--- src/rtl/branch_pkg.sv ---
// Shared types and constants for the branch predictor / redirect controller.
package branch_pkg;

    // 2-bit saturating prediction counter
    typedef logic [1:0] ctr_t;

    localparam ctr_t SNT = 2'b00;
    localparam ctr_t WNT = 2'b01;
    localparam ctr_t WT  = 2'b10;
    localparam ctr_t ST  = 2'b11;

    // Bit positions of the jump/branch flags inside the decoder's BrOp field
    localparam int unsigned BROP_JUMP_BIT   = 4;
    localparam int unsigned BROP_BRANCH_BIT = 3;

    // Flush down-counter width (FLUSH_CYCLES is limited to 1..7)
    localparam int unsigned FLUSH_CNT_BITS = 3;

    typedef enum logic {
        IDLE  = 1'b0,
        FLUSH = 1'b1
    } state_t;

    // Saturating increment towards strongly-taken
    function automatic ctr_t ctr_inc(input ctr_t c);
        return (c == ST) ? ST : ctr_t'(c + ctr_t'(1));
    endfunction

    // Saturating decrement towards strongly-not-taken
    function automatic ctr_t ctr_dec(input ctr_t c);
        return (c == SNT) ? SNT : ctr_t'(c - ctr_t'(1));
    endfunction

endpackage

--- src/rtl/branch_predict_ctrl_btb_table.sv ---
// Direct-mapped BTB storage: combinational fetch lookup, combinational
// resolve-side probe of the same array, one synchronous write port,
// and valid bits cleared asynchronously by reset.
module btb_table
    import branch_pkg::*;
#(
    parameter int unsigned IDX_BITS = 4,
    parameter int unsigned TAG_BITS = 26,
    parameter int unsigned XLEN     = 32
) (
    input  logic                clk,
    input  logic                rst_n,
    // fetch lookup
    input  logic [IDX_BITS-1:0] lk_idx,
    output logic                lk_valid_c,
    output logic [TAG_BITS-1:0] lk_tag_c,
    output logic [XLEN-1:0]     lk_target_c,
    output ctr_t                lk_ctr_c,
    // resolve-side probe (read half of the read-modify-write update)
    input  logic [IDX_BITS-1:0] pr_idx,
    output logic                pr_valid_c,
    output logic [TAG_BITS-1:0] pr_tag_c,
    output logic [XLEN-1:0]     pr_target_c,
    output ctr_t                pr_ctr_c,
    // write port
    input  logic                wr_en,
    input  logic [IDX_BITS-1:0] wr_idx,
    input  logic [TAG_BITS-1:0] wr_tag,
    input  logic [XLEN-1:0]     wr_target,
    input  ctr_t                wr_ctr
);

    localparam int unsigned ENTRIES = 1 << IDX_BITS;

    logic [ENTRIES-1:0] valid_q;
    logic [TAG_BITS-1:0] tag_q    [ENTRIES];
    logic [XLEN-1:0]     target_q [ENTRIES];
    ctr_t                ctr_q    [ENTRIES];

    // Valid bits: cleared by reset, set on any write
    always_ff @(posedge clk or negedge rst_n) begin
        if (!rst_n) begin
            valid_q <= '0;
        end else if (wr_en) begin
            valid_q[wr_idx] <= 1'b1;
        end
    end

    // Entry payload needs no reset; it is ignored while valid is low
    always_ff @(posedge clk) begin
        if (wr_en) begin
            tag_q[wr_idx]    <= wr_tag;
            target_q[wr_idx] <= wr_target;
            ctr_q[wr_idx]    <= wr_ctr;
        end
    end

    // Read ports return pre-write contents (no bypass)
    assign lk_valid_c  = valid_q[lk_idx];
    assign lk_tag_c    = tag_q[lk_idx];
    assign lk_target_c = target_q[lk_idx];
    assign lk_ctr_c    = ctr_q[lk_idx];

    assign pr_valid_c  = valid_q[pr_idx];
    assign pr_tag_c    = tag_q[pr_idx];
    assign pr_target_c = target_q[pr_idx];
    assign pr_ctr_c    = ctr_q[pr_idx];

endmodule

--- src/rtl/branch_predict_ctrl.sv ---
// Branch prediction and redirect controller: BTB lookup for fetch,
// resolve-time table update, mispredict redirect + flush, statistics.
module branch_predict_ctrl
    import branch_pkg::*;
#(
    parameter int unsigned IDX_BITS     = 4,
    parameter int unsigned XLEN         = 32,
    parameter int unsigned FLUSH_CYCLES = 2
) (
    input  logic            clk,
    input  logic            rst_n,
    input  logic [XLEN-1:0] if_pc,
    output logic            pred_taken,
    output logic [XLEN-1:0] pred_target,
    input  logic            ex_valid,
    input  logic            ex_is_branch,
    input  logic            ex_is_jump,
    input  logic [XLEN-1:0] ex_pc,
    input  logic            ex_taken,
    input  logic [XLEN-1:0] ex_target,
    input  logic            ex_pred_taken,
    input  logic [XLEN-1:0] ex_pred_target,
    output logic            redirect_valid,
    output logic [XLEN-1:0] redirect_pc,
    output logic            flush,
    output logic [31:0]     br_count,
    output logic [31:0]     mispred_count
);

    localparam int unsigned TAG_BITS = XLEN - IDX_BITS - 2;

    logic [IDX_BITS-1:0] if_idx, ex_idx;
    logic [TAG_BITS-1:0] if_tag, ex_tag;

    logic                lk_valid, pr_valid;
    logic [TAG_BITS-1:0] lk_tag, pr_tag;
    logic [XLEN-1:0]     lk_target, pr_target;
    ctr_t                lk_ctr, pr_ctr;

    logic                wr_en;
    logic [XLEN-1:0]     wr_target;
    ctr_t                wr_ctr;

    logic lk_hit, pr_hit, res, eff_taken, mp;

    state_t                    state_q, state_d;
    logic [FLUSH_CNT_BITS-1:0] cnt_q, cnt_d;
    logic                      redirect_valid_d, flush_d;
    logic [XLEN-1:0]           redirect_pc_d;
    logic [31:0]               br_count_d, mispred_count_d;

    assign if_idx = if_pc[IDX_BITS+1:2];
    assign if_tag = if_pc[XLEN-1:IDX_BITS+2];
    assign ex_idx = ex_pc[IDX_BITS+1:2];
    assign ex_tag = ex_pc[XLEN-1:IDX_BITS+2];

    btb_table #(
        .IDX_BITS (IDX_BITS),
        .TAG_BITS (TAG_BITS),
        .XLEN     (XLEN)
    ) u_btb (
        .clk         (clk),
        .rst_n       (rst_n),
        .lk_idx      (if_idx),
        .lk_valid_c  (lk_valid),
        .lk_tag_c    (lk_tag),
        .lk_target_c (lk_target),
        .lk_ctr_c    (lk_ctr),
        .pr_idx      (ex_idx),
        .pr_valid_c  (pr_valid),
        .pr_tag_c    (pr_tag),
        .pr_target_c (pr_target),
        .pr_ctr_c    (pr_ctr),
        .wr_en       (wr_en),
        .wr_idx      (ex_idx),
        .wr_tag      (ex_tag),
        .wr_target   (wr_target),
        .wr_ctr      (wr_ctr)
    );

    // Zero-latency fetch prediction
    assign lk_hit      = lk_valid && (lk_tag == if_tag);
    assign pred_taken  = lk_hit && lk_ctr[1];
    assign pred_target = lk_hit ? lk_target : if_pc + XLEN'(4);

    // Resolve qualification and mispredict detection; jumps are always taken
    assign pr_hit    = pr_valid && (pr_tag == ex_tag);
    assign res       = ex_valid && (ex_is_branch || ex_is_jump) && (state_q == IDLE);
    assign eff_taken = ex_taken || ex_is_jump;
    assign mp        = res && ((eff_taken != ex_pred_taken) ||
                               (eff_taken && ex_pred_taken && (ex_target != ex_pred_target)));

    // BTB update: counter training on hit, allocation on taken miss
    always_comb begin
        wr_en     = 1'b0;
        wr_target = pr_target;
        wr_ctr    = pr_ctr;
        if (res) begin
            if (pr_hit) begin
                wr_en = 1'b1;
                if (ex_is_jump) begin
                    wr_ctr    = ST;
                    wr_target = ex_target;
                end else if (ex_taken) begin
                    wr_ctr    = ctr_inc(pr_ctr);
                    wr_target = ex_target;
                end else begin
                    wr_ctr    = ctr_dec(pr_ctr);
                end
            end else if (eff_taken) begin
                wr_en     = 1'b1;
                wr_target = ex_target;
                wr_ctr    = ex_is_jump ? ST : WT;
            end
        end
    end

    // Next-state, redirect/flush and statistics
    always_comb begin
        state_d          = state_q;
        cnt_d            = cnt_q;
        redirect_valid_d = 1'b0;
        redirect_pc_d    = redirect_pc;
        flush_d          = 1'b0;
        br_count_d       = br_count;
        mispred_count_d  = mispred_count;

        if (res && (br_count != 32'hFFFF_FFFF)) begin
            br_count_d = br_count + 32'd1;
        end
        if (mp && (mispred_count != 32'hFFFF_FFFF)) begin
            mispred_count_d = mispred_count + 32'd1;
        end

        case (state_q)
            IDLE: begin
                if (mp) begin
                    state_d          = FLUSH;
                    redirect_valid_d = 1'b1;
                    redirect_pc_d    = eff_taken ? ex_target : ex_pc + XLEN'(4);
                    flush_d          = 1'b1;
                    cnt_d            = FLUSH_CNT_BITS'(FLUSH_CYCLES - 1);
                end
            end
            FLUSH: begin
                if (cnt_q == '0) begin
                    state_d = IDLE;
                end else begin
                    cnt_d   = cnt_q - FLUSH_CNT_BITS'(1);
                    flush_d = 1'b1;
                end
            end
            default: state_d = IDLE;
        endcase
    end

    // State and output registers
    always_ff @(posedge clk or negedge rst_n) begin
        if (!rst_n) begin
            state_q        <= IDLE;
            cnt_q          <= '0;
            redirect_valid <= 1'b0;
            redirect_pc    <= '0;
            flush          <= 1'b0;
            br_count       <= '0;
            mispred_count  <= '0;
        end else begin
            state_q        <= state_d;
            cnt_q          <= cnt_d;
            redirect_valid <= redirect_valid_d;
            redirect_pc    <= redirect_pc_d;
            flush          <= flush_d;
            br_count       <= br_count_d;
            mispred_count  <= mispred_count_d;
        end
    end

endmodule
--- config.mk ---
export PLATFORM = sky130hd
export DESIGN_NAME = branch_predict_ctrl
export DESIGN_NICKNAME = d
export VERILOG_FILES = /design/src/rtl/branch_pkg.sv /design/src/rtl/branch_predict_ctrl_btb_table.sv /design/src/rtl/branch_predict_ctrl.sv
export SDC_FILE = /design/constraint.sdc
export NUM_CORES = 2
export LEC_CHECK = 0
export ABC_CLOCK_PERIOD_IN_PS = 3600
export BUFFER_PORTS_ARGS = -buffer_cell sky130_fd_sc_hd__buf_2
export CAP_MARGIN = 10
export CORE_MARGIN = 5
export CORE_UTILIZATION = 55
export DETAILED_ROUTE_END_ITERATION = 8
export GPL_ROUTABILITY_DRIVEN = 0
export PLACE_DENSITY = 0.76
export SLEW_MARGIN = 20
export SYNTH_ARGS = -nofsm -noshare
export SYNTH_HDL_FRONTEND = slang
export SYNTH_SLANG_ARGS = --single-unit
export TNS_END_PERCENT = 20
--- constraint.sdc ---
create_clock -name clk -period 3.6 [get_ports clk]
set_input_delay 0.36 -clock clk [delete_from_list [all_inputs] [get_ports clk]]
set_output_delay 0.36 -clock clk [all_outputs]
set_load 0.01 [all_outputs]
; Word-level counts from Yosys, hierarchy flattened
; Memory sizes are Yosys's and may differ from the RTL's.
; Cells that the tools add are included.
[word_totals]
latchBits = 0
regBits = 117
wordCells = 86
mem_bits_ro = 0
mem_count = 3
out_inout_bits = 131
mem_bits_rw = 960
in_bits = 135
[op_classes]
order_cmp = 3
n_shift = 0
n_mux = 33
n_mul = 0
div = 0
n_eq_ne = 12
n_addsub = 7
reduce_logical = 19
bitwise_logic = 2
[memory_table]
columns = memory, depth, width, read_ports, rd_ports_with_merged_regs, write_ports, line_no
row1 = u_btb.target_q, 16, 32, 1, 0, 1, branch_predict_ctrl_btb_table.sv:37  ; logic [XLEN-1:0] target_q [ENTRIES];
row2 = u_btb.tag_q, 16, 26, 2, 0, 1, branch_predict_ctrl_btb_table.sv:36  ; logic [TAG_BITS-1:0] tag_q [ENTRIES];
row3 = u_btb.ctr_q, 16, 2, 2, 0, 1, branch_predict_ctrl_btb_table.sv:38  ; ctr_t ctr_q [ENTRIES];
[op_table]
columns = operator, n
row1 = $mux 32, 7
row2 = $add 32x1->32 const B, 2
row3 = $add 32x3->32 const B, 2
row4 = $ne 32x32->1 const B, 2
row5 = $eq 26x26->1, 2
row6 = $ne 32x32->1, 1
row7 = $or 16x16->16, 1
row8 = $mux 2, 7
row9 = $mux 1, 12
row10 = $logic_and 1x1->1, 11
row11 = $lt 4x5->1 const B, 2
row12 = $bmux 1 s4, 2
row13 = $mux 3, 2
row14 = $pmux 3 s2, 1
row15 = $demux 1 s4, 1
row16 = $ge 4x1->1 const B, 1
row17 = $ne 2x2->1 const B, 2
row18 = $ne 4x4->1 const B, 1
row19 = $reduce_and 2->1, 2
row20 = $reduce_and 4->1, 1
row21 = $logic_not 3->1, 1
row22 = $logic_or 1x1->1, 3
row23 = $ne 3x3->1 const B, 1
row24 = $sub 3x1->3 const B, 1
row25 = other kinds (8), 8

; Longest topological paths before layout
[logic_depth]
depth_word = 8
ltp_mapped = 14
depth_no_buf = 9

; Cells and area by module
; Synthesis repeated with hierarchy kept, for this count alone.
[unflattened]
cells_unflattened = 2922
area_unflattened_um2 = 51449.3
[by_module_without_submodules]
columns = module, area_per_inst_um2, cells_each, seq_area_each_um2, n_inst
row1 = btb_table, 43676.9, 2039, 29228.0, 1
row2 = branch_predict_ctrl, 7772.5, 883, 2527.4, 1

; Worst setup path after synthesis
; No wires, ideal clock.
[synth_path]
path_type = input to register
from = input ex_pc[3]
to = memory u_btb.ctr_q[15][0] in the netlist's numbering (enable)
arrival_time_ps = 3942
t_required_ps = 3177
path_slack_ps = -766
stages = 11
n_path_buf = 3
path_cell_list = buf_4 > buf_4 > buf_2 > mux4_2 > mux4_2 > xnor2_1 > nand2_1 > nor4_1 > and2_1 > nand4_2 > a21oi_1
[synth_between]
elab_chain_cells = 7
elab_cells_between_ends = 9
classes_between = eq/ne (1) / mux (6) / reduce/logical (1) / memory (1)
[synth_rtl]
columns = item, line_no
row1 = "start, declared", branch_predict_ctrl.sv:18  ; input logic [XLEN-1:0] ex_pc,
row2 = $mem_v2 16x26 or $bmux 1 s4 (tied branches), --
row3 = $eq 26x26->1 or $mux 1 (tied branches), "branch_predict_ctrl.sv:87, branch_predict_ctrl_btb_table.sv:64"
row4 = $logic_and 1x1->1, branch_predict_ctrl.sv:87  ; assign pr_hit = pr_valid && (pr_tag == ex_tag);
row5 = $mux 1, branch_predict_ctrl.sv:99  ; if (pr_hit) begin
row6 = $mux 1, branch_predict_ctrl.sv:98  ; if (res) begin
row7 = $mux 1, branch_predict_ctrl_btb_table.sv:51  ; if (wr_en) begin
row8 = $mux 1 (not written as such), branch_predict_ctrl_btb_table.sv:54  ; ctr_q[wr_idx] <= wr_ctr;
row9 = "end, declared", branch_predict_ctrl_btb_table.sv:38
; Several ways; a longest one is shown, not always the timed one. The select of a mux whose other input is x is not followed.

==> out/metrics.yaml <==
outcome:
  status: "complete, but fails checks"
  violations: "negative setup slack"
clock_network:
  clk_path_buf_depth: 3
  cts_tree: "yes"
  htreeDepth: 3
  path_clk_slew_ns: 0.06
  clk-insertion-delay-late_ns: 0.71
  cts-root-buf: "clkbuf_16"
  cts_buffers: 106
  cts.sinks: 1077
finish:
  area_delta_synth_final_pct: 18.71
  final_layout_size_suffix_gt1_share_pct: 38.57
  final_nets: 3222
  final_area_um2: 56720
  finalNonFillerCells: 4329
  final_util_pct: 65.58
  nFillCells: 5586
logic_synthesis:
  synth_area_um2: 47780
  syn_nets: 2716
  synth.distinct_cells: 64
  synth-seq-cells: 1077
  synth-edff-count: 960
  syn_area_per_cell_um2: 18.58
  synth_top_area_share_pct: 60.34
  synth_top_cell_by_area: "edfxtp_1"
  ys.flop_type: "edfxtp_1"
  yosys_warnings: 0
  synth_area_leaders: "edfxtp_1 60%, mux4_2 19%, dfrtp_1 6.1%, xnor2_1 2.1%, xor2_1 1.5%"
  async_reset_ff_share_pct: 10.86
  ys_seq_area_share_pct: 66.47
  synthCells: 2571
floorplanning:
  row_count: 108
  die_w_um: 304.7
  die_h_um: 304.7
  pin_count: 266
  start_util_pct: 55.24
  fp.coreArea_um2: 86480
  die_area_um2: 92860
detailed_routing:
  drtPass1Iterations: 7
  drt_wl_total_mm: 145.4
  drt_iter0_markers: 4895
  ant_nets: 0
  vias: 29647
  drc: 0
  via_per_inst: 6.848
  wl_per_cell_um: 33.59
placement:
  dp_hpwl_mm: 95.70
  placed_area_um2: 52880
  io_buffers: 265
  dp_slack_ns: -0.3749
  placedCellCount: 4115
worst_setup_path:
  critPathMaxFanout: 19
  worst_path_max_delay_cell: "mux4_2"
  worstSetupPathType: "reg2out"
  crit_arrival_ns: 3.79
  cp-end-kind: "output pin"
  path_common_cell: "mux4_2"
  start_kind: "flop"
  rrSetupSlack_ns: 0.11
  crit_family: "multiplexers"
  required_ns: 3.24
  crit_chain: "mux4_2 > mux4_2 > xnor2_1 > nand4_1 > nor4_2 > buf_4 > nand3_4 > buf_12 > mux2_1 > buf_2"
  critPathBufInv: 3
  crit_path_max_incr_delay_ns: 0.50
hold_path:
  min_path_type: "in2reg"
sta:
  fmax_ghz: 0.2412
  hold_ws_ns: 0.03437
  drv_slew: 0
  hold_viol: 0
  skew_ns: 0.04305
  setup_viol: 33
  slew_headroom_pct: 36.07
  tightest_slew_ns: 0.9589
  worst_slack_ns: -0.5453
  fin_crit_sh_pct: 115.1
  grt_setup_unrepaired: "yes"
  period_minus_slack_ns: 4.145
power:
  power_density_nw_per_um2: 510.1
  peakVddDrop_uv: 406.9
  p_leak_nw: 19.67
global_route:
  grt_pass1_wl_mm: 208.8
  grtUsageTotal_pct: 30.77
  grt_pass1_vias: 29968
  antenna_found_initial: 7
  grt.overflow.total: 0
  grt_max_degree: 96
flow_run:
  cap_violations: 0
[cell families after synthesis]
group	Yosys count	synth area share [%]
multiplexers	499	21.02
buffers and inverters	184	1.773
AO/OA/AOI/OAI	166	2.223
flip-flops	1077	66.47
adder cells (fa/ha/maj)	11	0.2828
XOR/XNOR	201	3.685
AND/OR/NAND/NOR	433	4.549
[repair_timing]
action / in CTS / in global routing
cloned: 0 / 4
buffers inserted: 1 / 1
endpoints found under the hold margin: 75 / 0
pin swaps: 0 / 7
hold buffers: 3 / 0
resized for setup: 17 / 45
endpoints found under the setup margin: 52 / 365
[state kept, by name, summed over array words and instances, names as in the netlist]
signal          cells
mispred_count      32
br_count           32
redirect_valid      1
u_btb.ctr_q        32
u_btb.valid_q      16
cnt_q               3
u_btb.tag_q       416
state_q             1
u_btb.target_q    512
redirect_pc        32
[worst reg2reg max path: cells and delay by family (launching register included)]
| kind | cells | cell delay, ns |
|---|---|---|
| and+or+nand+nor | 6 | 1.18 |
| muxes | 2 | 0.99 |
| xor gates and xnor gates | 1 | 0.16 |
| DFF | 1 | 0.44 |
| buffers and inverters | 2 | 0.41 |
[power breakdown]
group / switching [mW] / internal [mW] / total [mW] / leakage, nW
Combinational: 1.98 / 1.53 / 3.51 / 7.88
Clock: 4.88 / 6.05 / 10.9 / 1.66
Sequential: 0.385 / 14.1 / 14.5 / 10.1
[stage by stage]
step / power, mW / setup TNS [ns]
after floorplan: 16.44 / -35.04
after global placement: 18.00 / -138.25
after detailed placement: 18.14 / -147.41
after CTS: 28.95 / -15.74
after global routing: 29.79 / -18.53
final: 28.93 / -16.17
[cell usage after synthesis (21+ instances only)]
cell type  count
xor2_1        84
edfxtp_1     960
clkbuf_1      77
a22oi_1       21
mux2_2        31
a21oi_1       42
nand4_1       53
inv_1         29
nand2_1      100
nand3_1       60
mux4_2       400
and3_1        45
xnor2_1      117
dfrtp_1      117
o21ai_0       49
buf_2         34
mux2i_1       64
nor2_1       101
[per-layer routing]
metal  part of all wire (%)  global-route usage [%]  up-vias  wire [µm]
met4                    4.6                   12.39        4       6677
li1                       -                       -    11573          -
met1                     34                   41.87    15178      50090
met5                  0.014                       0        -         21
met2                     48                   48.93     2481      70200
met3                     13                   7.354      411      18430
[cell type report]
| type | instances | area (µm²) | share of cell area [%] |
|---|---|---|---|
| Antenna cell | 6 | 15.01 | 0.02647 |
| Clock buffer | 125 | 2776 | 4.895 |
| Tap cell | 1155 | 1445 | 2.548 |
| Multi-Input combinational cell | 1310 | 15500 | 27.33 |
| Timing Repair Buffer | 550 | 4447 | 7.840 |
| Inverter | 32 | 120.1 | 0.2118 |
| Clock inverter | 74 | 656.9 | 1.158 |
| Sequential cell | 1077 | 31760 | 55.99 |
[placed cells by master (no fill, tap or decap), types with 6 or more instances in the layout]
cell / instances
edfxtp_1: 960
mux4_2: 400
buf_2: 257
buf_4: 211
dfrtp_1: 117
xnor2_1: 110
clkbuf_16: 110
nand2_1: 100
xor2_1: 84
nor2_1: 80
buf_12: 71
mux2i_1: 64
nand3_1: 59
nand4_1: 53
o21ai_0: 49
mux2_2: 31
clkinv_1: 30
inv_1: 29
a21oi_1: 27
and3_2: 23
a22oi_1: 21
clkinv_2: 20
nor3_1: 16
nor4_1: 16
clkbuf_1: 16
and3_1: 15
nor2_2: 13
a21oi_2: 13
ha_1: 10
a221oi_1: 9
a22o_1: 8
nor2_4: 8
and4_1: 7
xnor2_2: 7
and3_4: 7
bufinv_16: 7
diode_2: 6
or3_1: 6
clkinvlp_4: 6
[worst paths after layout]
kind,startpoint,end,cells after the start
setup / recovery,u_btb.tag_q[2][9],pred_target[1],10
hold / removal,ex_pc[15],u_btb.tag_q[4][9],1
setup reg to reg,u_btb.tag_q[6][4],u_btb.tag_q[7][22],11
hold reg to reg,mispred_count[6],mispred_count[6],1
max in group asynchronous,rst_n,redirect_pc[19],3
min in group asynchronous,rst_n,br_count[15],2
No activity file was read; power rests on OpenSTA's default activity.
